## src/rtl/alu_sched_if.sv

```systemverilog
// alu_sched_if: bundles the two requester channels, the shared ALU drive/result
// lines and the response channel of alu_sched.
//   slave  : the scheduler itself
//   master : the environment (requesters A/B, the ALU, the response consumer)
interface alu_sched_if;
    // requester A
    logic       a_req;
    logic [1:0] a_op;
    logic [4:0] a_x;
    logic [4:0] a_y;
    logic       a_gnt;
    // requester B
    logic       b_req;
    logic [1:0] b_op;
    logic [4:0] b_x;
    logic [4:0] b_y;
    logic       b_gnt;
    // shared ALU drive
    logic [1:0] alu_s;
    logic [4:0] alu_x;
    logic [4:0] alu_y;
    // shared ALU results
    logic [4:0] alu_f;
    logic       alu_cout;
    logic       alu_ovf;
    // response channel
    logic       rsp_valid;
    logic       rsp_id;
    logic [4:0] rsp_f;
    logic       rsp_cout;
    logic       rsp_ovf;
    // status
    logic       busy;

    modport slave (
        input  a_req, a_op, a_x, a_y,
        output a_gnt,
        input  b_req, b_op, b_x, b_y,
        output b_gnt,
        output alu_s, alu_x, alu_y,
        input  alu_f, alu_cout, alu_ovf,
        output rsp_valid, rsp_id, rsp_f, rsp_cout, rsp_ovf,
        output busy
    );

    modport master (
        output a_req, a_op, a_x, a_y,
        input  a_gnt,
        output b_req, b_op, b_x, b_y,
        input  b_gnt,
        input  alu_s, alu_x, alu_y,
        output alu_f, alu_cout, alu_ovf,
        input  rsp_valid, rsp_id, rsp_f, rsp_cout, rsp_ovf,
        input  busy
    );
endinterface

```

## src/rtl/alu_sched.sv

```systemverilog
// alu_sched: shares one external 5-bit ALU between two requesters (A, B).
// A granted request is registered onto the ALU inputs, held for EXEC_CYCLES
// cycles while the ALU settles, the result is captured, and a one-cycle
// response is issued. One operation in flight at a time.
//
// Optional feature: define ALU_SCHED_RR_EN for round-robin arbitration
// (pointer favours A after reset, moves to the loser after every transfer).
// Default build (macro undefined) uses fixed priority, A over B.
module alu_sched #(
    parameter int EXEC_CYCLES = 1       // ALU settle cycles per operation, 1..4
) (
    input  logic        clk,
    input  logic        rst_n,
    alu_sched_if.slave  bus
);

    localparam int CNT_W = 2;
    localparam logic [CNT_W-1:0] CNT_LOAD = CNT_W'(EXEC_CYCLES - 1);

    typedef enum logic [1:0] {
        ST_IDLE = 2'd0,
        ST_EXEC = 2'd1,
        ST_RESP = 2'd2
    } state_t;

    state_t           state_q;
    state_t           state_d;
    logic [CNT_W-1:0] cnt_q;

    logic [1:0]       alu_s_q;
    logic [4:0]       alu_x_q;
    logic [4:0]       alu_y_q;

    logic             rsp_id_q;
    logic [4:0]       rsp_f_q;
    logic             rsp_cout_q;
    logic             rsp_ovf_q;

    logic             a_gnt_d;
    logic             b_gnt_d;
    logic             xfer_d;       // a transfer happens on the coming edge
    logic             cnt_done_d;   // last settle cycle of EXEC

`ifdef ALU_SCHED_RR_EN
    logic             ptr_q;        // 0: favour A, 1: favour B
`endif

    assign xfer_d     = a_gnt_d | b_gnt_d;
    assign cnt_done_d = (cnt_q == '0);

    // FSM state register
    always_ff @(posedge clk or negedge rst_n) begin
        if (!rst_n) begin
            state_q <= ST_IDLE;
        end else begin
            state_q <= state_d;
        end
    end

    // FSM next-state logic
    always_comb begin
        state_d = state_q;
        unique case (state_q)
            ST_IDLE: if (xfer_d)     state_d = ST_EXEC;
            ST_EXEC: if (cnt_done_d) state_d = ST_RESP;
            ST_RESP:                 state_d = ST_IDLE;
            default:                 state_d = ST_IDLE;
        endcase
    end

    // FSM outputs: grants only in IDLE and out of reset, winner picked by the arbiter
    always_comb begin
        a_gnt_d = 1'b0;
        b_gnt_d = 1'b0;
        if (rst_n && (state_q == ST_IDLE)) begin
`ifdef ALU_SCHED_RR_EN
            if (bus.a_req && (!ptr_q || !bus.b_req)) begin
                a_gnt_d = 1'b1;
            end else if (bus.b_req) begin
                b_gnt_d = 1'b1;
            end
`else
            if (bus.a_req) begin
                a_gnt_d = 1'b1;
            end else if (bus.b_req) begin
                b_gnt_d = 1'b1;
            end
`endif
        end
    end

`ifdef ALU_SCHED_RR_EN
    // Round-robin pointer: after a transfer, favour the requester that did not win
    always_ff @(posedge clk or negedge rst_n) begin
        if (!rst_n) begin
            ptr_q <= 1'b0;
        end else if (xfer_d) begin
            ptr_q <= a_gnt_d;
        end
    end
`endif

    // Settle counter: loaded on transfer, counts down while executing
    always_ff @(posedge clk or negedge rst_n) begin
        if (!rst_n) begin
            cnt_q <= '0;
        end else if (xfer_d) begin
            cnt_q <= CNT_LOAD;
        end else if ((state_q == ST_EXEC) && !cnt_done_d) begin
            cnt_q <= cnt_q - 1'b1;
        end
    end

    // ALU drive registers: load the winner's operation, held stable until the next transfer
    always_ff @(posedge clk or negedge rst_n) begin
        if (!rst_n) begin
            alu_s_q  <= '0;
            alu_x_q  <= '0;
            alu_y_q  <= '0;
            rsp_id_q <= 1'b0;
        end else if (xfer_d) begin
            alu_s_q  <= b_gnt_d ? bus.b_op : bus.a_op;
            alu_x_q  <= b_gnt_d ? bus.b_x  : bus.a_x;
            alu_y_q  <= b_gnt_d ? bus.b_y  : bus.a_y;
            rsp_id_q <= b_gnt_d;
        end
    end

    // Result capture at the end of the last settle cycle; flags pass through untouched
    always_ff @(posedge clk or negedge rst_n) begin
        if (!rst_n) begin
            rsp_f_q    <= '0;
            rsp_cout_q <= 1'b0;
            rsp_ovf_q  <= 1'b0;
        end else if ((state_q == ST_EXEC) && cnt_done_d) begin
            rsp_f_q    <= bus.alu_f;
            rsp_cout_q <= bus.alu_cout;
            rsp_ovf_q  <= bus.alu_ovf;
        end
    end

    assign bus.a_gnt     = a_gnt_d;
    assign bus.b_gnt     = b_gnt_d;
    assign bus.alu_s     = alu_s_q;
    assign bus.alu_x     = alu_x_q;
    assign bus.alu_y     = alu_y_q;
    assign bus.rsp_valid = (state_q == ST_RESP);
    assign bus.rsp_id    = rsp_id_q;
    assign bus.rsp_f     = rsp_f_q;
    assign bus.rsp_cout  = rsp_cout_q;
    assign bus.rsp_ovf   = rsp_ovf_q;
    assign bus.busy      = (state_q != ST_IDLE);

endmodule

```

## src/flat_wrapper.sv

```systemverilog
// flat-port wrapper written by rule: the top's interface ports become plain ports
module alu_sched_flat 
#(
    parameter int EXEC_CYCLES = 1                                               
)
  (clk, rst_n, bus_a_req, bus_a_op, bus_a_x, bus_a_y, bus_a_gnt, bus_b_req, bus_b_op, bus_b_x, bus_b_y, bus_b_gnt, bus_alu_s, bus_alu_x, bus_alu_y, bus_alu_f, bus_alu_cout, bus_alu_ovf, bus_rsp_valid, bus_rsp_id, bus_rsp_f, bus_rsp_cout, bus_rsp_ovf, bus_busy);
  alu_sched_if bus_i ();
  input  logic clk;
  input  logic rst_n;
  input wire logic [$bits(bus_i.a_req)-1:0] bus_a_req;
  input wire logic [$bits(bus_i.a_op)-1:0] bus_a_op;
  input wire logic [$bits(bus_i.a_x)-1:0] bus_a_x;
  input wire logic [$bits(bus_i.a_y)-1:0] bus_a_y;
  output wire logic [$bits(bus_i.a_gnt)-1:0] bus_a_gnt;
  input wire logic [$bits(bus_i.b_req)-1:0] bus_b_req;
  input wire logic [$bits(bus_i.b_op)-1:0] bus_b_op;
  input wire logic [$bits(bus_i.b_x)-1:0] bus_b_x;
  input wire logic [$bits(bus_i.b_y)-1:0] bus_b_y;
  output wire logic [$bits(bus_i.b_gnt)-1:0] bus_b_gnt;
  output wire logic [$bits(bus_i.alu_s)-1:0] bus_alu_s;
  output wire logic [$bits(bus_i.alu_x)-1:0] bus_alu_x;
  output wire logic [$bits(bus_i.alu_y)-1:0] bus_alu_y;
  input wire logic [$bits(bus_i.alu_f)-1:0] bus_alu_f;
  input wire logic [$bits(bus_i.alu_cout)-1:0] bus_alu_cout;
  input wire logic [$bits(bus_i.alu_ovf)-1:0] bus_alu_ovf;
  output wire logic [$bits(bus_i.rsp_valid)-1:0] bus_rsp_valid;
  output wire logic [$bits(bus_i.rsp_id)-1:0] bus_rsp_id;
  output wire logic [$bits(bus_i.rsp_f)-1:0] bus_rsp_f;
  output wire logic [$bits(bus_i.rsp_cout)-1:0] bus_rsp_cout;
  output wire logic [$bits(bus_i.rsp_ovf)-1:0] bus_rsp_ovf;
  output wire logic [$bits(bus_i.busy)-1:0] bus_busy;
  assign bus_i.a_req = bus_a_req;
  assign bus_i.a_op = bus_a_op;
  assign bus_i.a_x = bus_a_x;
  assign bus_i.a_y = bus_a_y;
  assign bus_a_gnt = bus_i.a_gnt;
  assign bus_i.b_req = bus_b_req;
  assign bus_i.b_op = bus_b_op;
  assign bus_i.b_x = bus_b_x;
  assign bus_i.b_y = bus_b_y;
  assign bus_b_gnt = bus_i.b_gnt;
  assign bus_alu_s = bus_i.alu_s;
  assign bus_alu_x = bus_i.alu_x;
  assign bus_alu_y = bus_i.alu_y;
  assign bus_i.alu_f = bus_alu_f;
  assign bus_i.alu_cout = bus_alu_cout;
  assign bus_i.alu_ovf = bus_alu_ovf;
  assign bus_rsp_valid = bus_i.rsp_valid;
  assign bus_rsp_id = bus_i.rsp_id;
  assign bus_rsp_f = bus_i.rsp_f;
  assign bus_rsp_cout = bus_i.rsp_cout;
  assign bus_rsp_ovf = bus_i.rsp_ovf;
  assign bus_busy = bus_i.busy;
  alu_sched #(.EXEC_CYCLES(EXEC_CYCLES)) u_core (.clk(clk), .rst_n(rst_n), .bus(bus_i));
endmodule
```

## config.mk

```make
export PLATFORM = sky130hd
export DESIGN_NAME = alu_sched_flat
export DESIGN_NICKNAME = d
export VERILOG_FILES = /design/src/rtl/alu_sched_if.sv /design/src/rtl/alu_sched.sv /design/src/flat_wrapper.sv
export SDC_FILE = /design/constraint.sdc
export NUM_CORES = 1
export LEC_CHECK = 0
export ABC_CLOCK_PERIOD_IN_PS = 2420
export BUFFER_PORTS_ARGS = -buffer_cell sky130_fd_sc_hd__buf_2
export CAP_MARGIN = 10
export CORE_UTILIZATION = 35
export CTS_CLUSTER_DIAMETER = 150
export DETAILED_ROUTE_END_ITERATION = 8
export PLACE_DENSITY_LB_ADDON = 0.05
export SYNTH_ARGS = -nofsm -noshare
export SYNTH_HDL_FRONTEND = slang
export SYNTH_SLANG_ARGS = --single-unit
```

## constraint.sdc

```tcl
create_clock -name clk -period 2.42 [get_ports clk]
set_input_delay 0.121 -clock clk [delete_from_list [all_inputs] [get_ports clk]]
set_output_delay 0.121 -clock clk [all_outputs]
set_load 0.01 [all_outputs]
```

# After elaboration in Yosys (flattened, before gate mapping)
# Index checks and enable logic that the tools add are counted.
[totals]
reg_bits = 24
input_bits = 35
output_inout_bits = 24
word_cells = 37
[op_classes]
add_sub_neg = 1
n_eq_ne = 4
muxes = 13
n_bitwise = 1
reduce_logical = 9
[ops]
columns = ["cell", "count"]
rows = [
  ["$mux W2", 5],
  ["$mux W5", 2],
  ["$mux W1", 5],
  ["$logic_not A2 Y1", 2],
  ["$ne A2 B1 Y1 const B", 2],
  ["$pmux W2 S2", 1],
  ["$reduce_bool A2 Y1", 2],
  ["$logic_and A1 B1 Y1", 3],
  ["$eq A2 B1 Y1 const B", 1],
  ["$eq A2 B2 Y1 const B", 1],
  ["$reduce_and A2 Y1", 1],
  ["$sub A2 B1 Y2 const B", 1],
  ["$logic_not A1 Y1", 1],
  ["$or A1 B1 Y1", 1],
]

# Longest topological paths before layout
# Gate-level depths: netlist of the first run.
[logic_depth]
ltp_word = 6
mapped_depth = 5
depth_no_buf = 5

# Least setup slack after synthesis of the first run
# OpenSTA, ideal clock, no wires.
[synth_path]
path_type = "register to register"
from = "register u_core.state_q[0]"
to = "register u_core.alu_s_q[0] (netlist: u_core.bus.alu_s[0])"
setup_time_ns = 0.125
arrival_time_ns = 1.299
required_time_ns = 2.295
setup_slack_ns = 0.996
path_stages_with_launch = 5
path_buffers = 1
synth_period_minus_slack_ns = 1.424
cell_sequence = "dfrtp_1 -> nor3b_2 -> o21a_4 -> buf_8 -> mux2_4"
[synth_between]
elab_chain_len = 4
word_cells_on_any_way = 6
cone_classes = "mux: 3; bitwise: 1; reduce/logical: 2"
[synth_rtl]
columns = ["element", "line", "rtl"]
rows = [
  ["start: declaration", "alu_sched.sv:26", "state_t state_q;"],
  ["start signal: assignment", "alu_sched.sv:56", "state_q <= state_d;"],
  ["$logic_not A2 Y1 *", "alu_sched.sv:75", "if (rst_n && (state_q == ST_IDLE)) begin"],
  ["$logic_and A1 B1 Y1 *", "alu_sched.sv:75", ""],
  ["$mux W1", "alu_sched.sv:75", ""],
  ["$mux W2 or $or A1 B1 Y1 (tied branches)", "alu_sched.sv:122, alu_sched.sv:48", ""],
  ["end signal: assignment", "alu_sched.sv:122", "alu_s_q <= b_gnt_d ? bus.b_op : bus.a_op;"],
  ["end: declaration", "alu_sched.sv:30", "logic [1:0] alu_s_q;"],
]
# Mark *: on every way between the ends. The rest lies on a longest branch, timed or not.
# A chain may end at the register's enable or synchronous reset.

# Worst setup path in the final report of the first run
[layout_path]
from = "register u_core.state_q[0]"
to = "register u_core.alu_y_q[2] (netlist: u_core.bus.alu_y[2])"
[layout_between]
elab_chain_len = 4
word_cells_on_any_way = 6
cone_classes = "mux: 3; bitwise: 1; reduce/logical: 2"
[layout_rtl]
columns = ["element", "line", "rtl"]
rows = [
  ["$logic_not A2 Y1 *", "alu_sched.sv:75", ""],
  ["$logic_and A1 B1 Y1 *", "alu_sched.sv:75", ""],
  ["$mux W1", "alu_sched.sv:75", ""],
  ["$mux W5 or $or A1 B1 Y1 (tied branches)", "alu_sched.sv:124, alu_sched.sv:48", ""],
  ["end signal: assignment", "alu_sched.sv:124", "alu_y_q <= b_gnt_d ? bus.b_y : bus.a_y;"],
  ["end: declaration", "alu_sched.sv:32", "logic [4:0] alu_y_q;"],
]
# Marked as above.

==> results.tsv, run 1 <==
metric	value	unit
status	finished clean	
Achievable Freq	0.650	GHz
Critical Path Fanout Max	15	
Fillers	305	
HPWL after DPL	1.59	mm
TritonCTS Buffers	3	
max-cap viol count	0	
Power Total	1.79	mW
WP data arrival	1.75	ns
Net Sw Power	565	uW
clock sink total	24	
ANT nets after route	0	
DR vias	800	
via density per instance	4.35	
Slew Viols, Final	0	
Synth Warn #	0	
most frequent cells in the layout	58 x buf_2, 24 x dfrtp_1, 18 x mux2_4, 13 x mux2_2	
DR pass1 iterations	2	
CP max-delay cell	dfrtp_1	
Fin Setup TNS	0	ns
Top Family by Delay on Critical Path	flip-flops	
CP Class	reg2reg	
routed wire length	2.06	mm
synth top area cells	dfrtp_1 50%, mux2_4 23%, mux2_2 12%	
most common cell after layout, fill and taps aside	buf_2	
worst path required time	2.63	ns
Slew headroom	67.2	%
WL/cell	11.2	um
Sw Ratio	31.6	%
Nets	177	
Placeable Area	0.00313	mm^2
crit-path cells	nor3b_2 -> o21a_4 -> mux2_2	
Worst Hold End	u_core.bus.rsp_cout	
crit start category	flop	
Total GRT Usage	11.9	%
fin cells	184	
critical path depth in cells	3	
measured slew at the worst slew-check pin	0.492	ns
Clk pwr share	15.9	%
Initial Util	38.1	%
first-pass GRT wire length	3.09	mm
largest net degree at the start of global routing	25	
Crit path buffers/inverters	0	
GRT overflow	0	
reg2reg path depth	3	
# IOs	59	
part of the power in combinational logic	44.4	%
Post-Syn Nets	114	
setup violators final	0	
Synth Instances	78	
Multi-input gate area	549	um^2
maximum VDD drop	0.000740	V
Hold Path Class	in2reg	
Max stage delay on crit path	0.44	ns
Reg power frac	39.7	%
P_leak	0.831	nW
Crit. End Element	flop	
diode count	0	
reg-to-reg setup timing slack	0.88	ns
Die Span Y	60.3	um
initial antenna violation count	0	
CTS tree	yes	
cell count after placement	179	
H-tree depth	1	
top cell type by total area after synthesis	dfrtp_1	
register area share after synthesis	50.4	%
fin crit share	63.6	%
synthesized area per cell	15.3	um^2
Seq cells post-synth	24	
vias in the first global route	729	
Root Driver	clkbuf_4	
origin of the critical flop-to-flop path	u_core.state_q[0]	
library cells used by synthesis	20	
row count	20	
port bufs	58	
hold path cells	2	
Worst R2R End	u_core.bus.alu_y[2]	
Reg clk slew, reported paths	0.13	ns
Internal	1.22	mW
top cell type's share of synthesized area	50.4	%
power density over cell area	1130	mW/mm^2
fraction of layout cells with a size suffix above 1	70.7	%
gp weighted congestion	0.645	
Die W	60.3	um
register area	601	um^2
RSZ-0062 raised after global routing	false	
start point of the worst hold path	bus_alu_cout	
Syn-to-layout area delta	32.7	%
min cycle time layout	1.54	ns
Final Hold Viols	0	
number of DRC markers in iteration 0	10	
mapped cell area	0.00119	mm^2
skew final	0.00622	ns
Clk Latency, worst-skew pair	0.31	ns
DRC Markers	0	
die area	0.00364	mm^2
Max Root-Sink Buffers	2	
[sequential cells by signal, summed over array words and instances (netlist names)]
| signal | cells |
|---|---|
| u_core.bus.alu_s | 2 |
| u_core.bus.alu_x | 5 |
| u_core.bus.alu_y | 5 |
| u_core.bus.rsp_cout | 1 |
| u_core.bus.rsp_f | 5 |
| u_core.bus.rsp_id | 1 |
| u_core.bus.rsp_ovf | 1 |
| u_core.cnt_q | 2 |
| u_core.state_q | 2 |
[Yosys cell counts]
library cell / count
ha_1: 1
buf_6: 1
nand3b_1: 1
and2_1: 1
nor2_1: 4
a211oi_1: 1
or2_2: 1
o21a_4: 1
dfrtp_1: 24
xnor2_1: 1
buf_8: 1
nor3b_1: 1
nor2b_1: 1
nor3b_2: 1
and2b_2: 1
mux2_2: 13
nand2b_4: 1
mux2_4: 18
inv_1: 4
a21oi_1: 1
[worst max-delay path by stage]
stage | slack [ns] | endpoint | start
finish | 0.88 | u_core.bus.alu_y[2] | u_core.state_q[0]
global route | 0.80 | u_core.bus.alu_y[0] | u_core.state_q[0]
CTS | 0.86 | u_core.bus.alu_y[2] | u_core.state_q[0]
detailed placement | 0.89 | u_core.bus.alu_y[2] | u_core.state_q[0]
global placement | 0.92 | u_core.bus.alu_y[2] | u_core.state_q[0]
floorplan | 1.0 | u_core.bus.alu_s[0] | u_core.state_q[0]
[cells by family after synthesis]
logic type	share of synthesized area (%)
muxes	35.0
DFF	50.4
and+or+nand+nor	7.04
buffers and inverters	3.47
AOI/OAI and AO/OA	2.31
xor gates and xnor gates	0.735
adders and majority gates	1.05
[area by class of cell]
| cell class | count | area share [%] |
|---|---|---|
| flip-flops and latches | 24 | 38.0 |
| multi-input cells | 48 | 34.8 |
| repair buffers | 60 | 19.5 |
| well taps | 44 | 3.48 |
| clock inverters | 1 | 1.90 |
| clock buffers | 3 | 1.43 |
| inverters | 4 | 0.950 |
[power by group through the flow]
stage	Combinational (mW)	Clock, mW	Sequential (mW)
floorplan	0.452	0	0.798
global placement	0.791	0	0.714
detailed placement	0.808	0	0.720
CTS	0.809	0.295	0.714
global route	0.876	0.312	0.735
finish	0.793	0.285	0.711
[repair_timing]
item                                   CTS  global route
resized for setup                        0             0
endpoints found under the hold margin   24             0
hold buffers                             1             0
buffers inserted                         0             0
[metal layers]
layer	vias up	track usage (%)	wire, um
li1	394	-	-
met1	368	13.5	893
met2	36	21.0	1020
met3	2	4.48	136
met4	0	2.99	13
met5	-	0	0
[per-stage QoR]
step                      hold WS [ns]  instance area [um^2]  setup WS (ns)  utilization [%]
after floorplan                 -0.175                  1190          0.996                -
after global placement           0.142                  1520          0.915             48.5
after detailed placement         0.145                  1520          0.889             48.5
after CTS                       0.0155                  1580          0.859             50.5
after global routing           0.00118                  1580          0.796             50.5
final                           0.0285                  1580          0.881             50.5
Note: power is estimated with default switching activity, not from simulation.
==> inputs of run 2 (changes only) <==
--- a/config.mk
+++ b/config.mk
@@ -5,7 +5,8 @@
 export SDC_FILE = /design/constraint.sdc
 export NUM_CORES = 1
 export LEC_CHECK = 0
-export ABC_CLOCK_PERIOD_IN_PS = 2420
+export ABC_AREA = 1
+export ABC_CLOCK_PERIOD_IN_PS = 1300
 export BUFFER_PORTS_ARGS = -buffer_cell sky130_fd_sc_hd__buf_2
 export CAP_MARGIN = 10
 export CORE_UTILIZATION = 35
==> constraint.sdc (replaced) <==
create_clock -name clk -period 1.3 [get_ports clk]
set_input_delay 0.065 -clock clk [delete_from_list [all_inputs] [get_ports clk]]
set_output_delay 0.065 -clock clk [all_outputs]
set_load 0.01 [all_outputs]
==> run 2 against run 1 <==
Effect of this change: the flow now finishes with violations (DRC, setup timing); power is 27% higher; sequential power is 40% higher; synthesized cell count is 110% higher; worst hold slack worse by 0.0045 ns; clock power is 90% higher; routed wire length is 57% higher; combinational power is 6.2% lower; clock-buffer cell count stayed put; global-route usage is 6.3 points higher; clock skew is 0.0027 ns higher; fmax is 12% higher; critical path depth is 4 higher.
==> results.tsv, run 2 <==
metric	value	unit	change
status	finished, violations left		
failing checks	DRC, setup timing		
clock sink total	24		unchanged
Root Driver	clkbuf_4		
Slew Viols, Final	0		unchanged
crit-path cells	nor2_4 -> nand2_2 -> buf_6 -> a21oi_4 -> buf_6 -> nand3_1 -> nand2_1		
row count	21		+5.0%
number of DRC markers in iteration 0	22		+12
Worst Hold End	u_core.bus.alu_s[0]		
power density over cell area	1220	mW/mm^2	+7.7%
# IOs	59		unchanged
Placed Area	0.00161	mm^2	+6.2%
Slew headroom	85.2	%	+18 points
most frequent cells after synthesis	62 x nand2_1, 32 x inv_1, 24 x dfrtp_1, 14 x nand3_1, 12 x nand4_1		
Final Hold Viols	0		unchanged
Achievable Freq	0.726	GHz	+12%
number of flops mapped to enable cells by yosys	0		unchanged
fraction of layout cells with a size suffix above 1	38.0	%	-33 points
Fillers	333		+9.2%
TritonCTS Buffers	3		unchanged
mapped cell area	0.00123	mm^2	+2.9%
H-tree depth	1		unchanged
worst path required time	1.56	ns	-1.07 ns
HPWL after DPL	2.29	mm	+44%
crit start category	flop		
Die Span Y	61.2	um	+1.4%
library cells used by synthesis	19		-5.0%
register area share after synthesis	49.0	%	-1.4 points
Post-Syn Nets	199		+75%
Worst R2R End	u_core.bus.alu_y[0]		
most frequent CP cell	buf_6		
die area	0.00374	mm^2	+2.9%
hold path cells	5		+3
Nets	282		+59%
routed wire length	3.24	mm	+57%
Crit. End Element	flop		
ANT nets after route	0		unchanged
GRT overflow	0		unchanged
Hold Path Class	in2reg		
RSZ-0062 raised after global routing	true		
Placeable Area	0.00334	mm^2	+6.7%
CP max-delay cell	dfrtp_1		
share of synthesized registers carrying an async set or reset	100	%	unchanged
most frequent cells in the layout	62 x nand2_1, 57 x buf_2, 31 x inv_1, 24 x dfrtp_1, 13 x buf_4		
skew final	0.00893	ns	+0.00271 ns
max-cap viol count	0		unchanged
diode count	0		unchanged
Syn-to-layout area delta	52.6	%	
synth top area cells	dfrtp_1 49%, nand2_1 19%, inv_1 9.8%		
most common cell after layout, fill and taps aside	nand2_1		
P_leak	1.15	nW	+38%
port bufs	58		unchanged
measured slew at the worst slew-check pin	0.221	ns	-0.270 ns
Initial Util	36.7	%	-1.3 points
Final WS setup	-0.0770	ns	-0.958 ns
CP Class	reg2reg		
Fin Setup TNS	-0.760	ns	-0.760 ns
Seq cells post-synth	24		unchanged
reg-to-reg setup timing slack	-0.08	ns	-0.96 ns
min cycle time layout	1.38	ns	-0.162 ns
DRC Markers	2		+2
vias in the first global route	1118		+53%
Power Total	2.28	mW	+27%
final instance area	0.00187	mm^2	+18%
origin of the critical flop-to-flop path	u_core.state_q[0]		
DR vias	1262		+58%
Critical Path Fanout Max	6		-9
Reg clk slew, reported paths	0.14	ns	about the same
WP data arrival	1.64	ns	-0.11 ns
top cell type by total area after synthesis	dfrtp_1		
top cell type's share of synthesized area	49.0	%	-1.4 points
Most used DFF post-synth	dfrtp_1		
CTS tree	yes		
largest net degree at the start of global routing	16		-36%
Max stage delay on crit path	0.44	ns	about the same
maximum VDD drop	0.000696	V	-6.0%
Clk Latency, worst-skew pair	0.32	ns	about the same
Max Root-Sink Buffers	2		unchanged
via density per instance	4.34		-0.25%
setup violators final	18		+18
synthesized area per cell	7.52	um^2	-51%
reg2reg path depth	7		+4
gp weighted congestion	0.682		+5.7%
first-pass GRT wire length	4.88	mm	+58%
Die W	61.2	um	+1.4%
WL/cell	11.1	um	-0.44%
Synth Instances	163		+110%
initial antenna violation count	0		unchanged
Total GRT Usage	18.2	%	+6.3 points
Synth Warn #	0		unchanged
fin crit share	106	%	+42 points
start point of the worst hold path	bus_a_op[0]		
DR pass1 iterations	6		+4
most common cell in the netlist	nand2_1		
## run 2: critical path: cells and delay by family, from the launching register on
kind	cells	cell delay, ns
buffers and inverters	2	0.28
DFF	1	0.44
and+or+nand+nor	4	0.41
AOI/OAI and AO/OA	1	0.19
## run 2: how the worst max path moves through the flow
stage               depth (start not counted)                  end               from  slack (ns)
finish                                      7  u_core.bus.alu_y[0]  u_core.state_q[0]       -0.08
CTS                                         5            bus_b_gnt  u_core.state_q[1]       -0.07
floorplan                                   7  u_core.bus.alu_s[0]  u_core.state_q[0]        0.08
global route                                7  u_core.bus.alu_x[2]  u_core.state_q[0]       -0.14
global placement                            6  u_core.bus.alu_x[4]  u_core.state_q[0]        0.11
detailed placement                          6  u_core.bus.alu_y[0]  u_core.state_q[0]        0.07
## run 2: timing repair
item | 4_1_cts | 5_1_grt
buffers inserted | 5 | 3
pin swaps | 3 | 9
endpoints found under the setup margin | 3 | 26
gates resized for setup | 6 | 14
hold buffers | 8 | 1
hold endpoints to repair | 28 | 4
## run 2: where the power goes
part | switching, mW | internal (mW) | total [mW]
Clock | 0.229 | 0.312 | 0.541
Sequential | 0.0865 | 0.907 | 0.994
Combinational | 0.397 | 0.348 | 0.744
## run 2: cell type report
type | count | area [um^2] | share of cell area [%]
well taps | 46 | 57.6 | 3.08
clock inverters | 1 | 30.0 | 1.61
flip-flops and latches | 24 | 601 | 32.1
multi-input cells | 99 | 495 | 26.5
inverters | 34 | 133 | 7.09
clock buffers | 3 | 22.5 | 1.20
repair buffers | 84 | 532 | 28.4
## run 2: cells by family after synthesis
logic type,Yosys count,share of synthesized area (%)
adders and majority gates,1,1.02
buffers and inverters,40,13.5
DFF,24,49.0
AOI/OAI and AO/OA,2,1.73
xor gates and xnor gates,1,0.714
and+or+nand+nor,95,34.1
## run 2: layer usage
layer	up-vias	track usage, %	wire, um
met3	2	5.88	191
met2	39	33.1	1630
met4	0	3.90	24
li1	658	-	-
met1	563	20.7	1400
met5	-	0	0
## run 2: through the flow
stage	util (%)	setup slack [ns]	hold slack [ns]	cells
after floorplan	-	0.0766	-0.231	163
after global placement	48.3	0.105	-0.0565	271
after detailed placement	48.3	0.0662	-0.0572	271
after CTS	54.0	-0.0659	0.0144	288
after global routing	56.1	-0.136	0.0202	291
final	56.1	-0.0770	0.0240	291
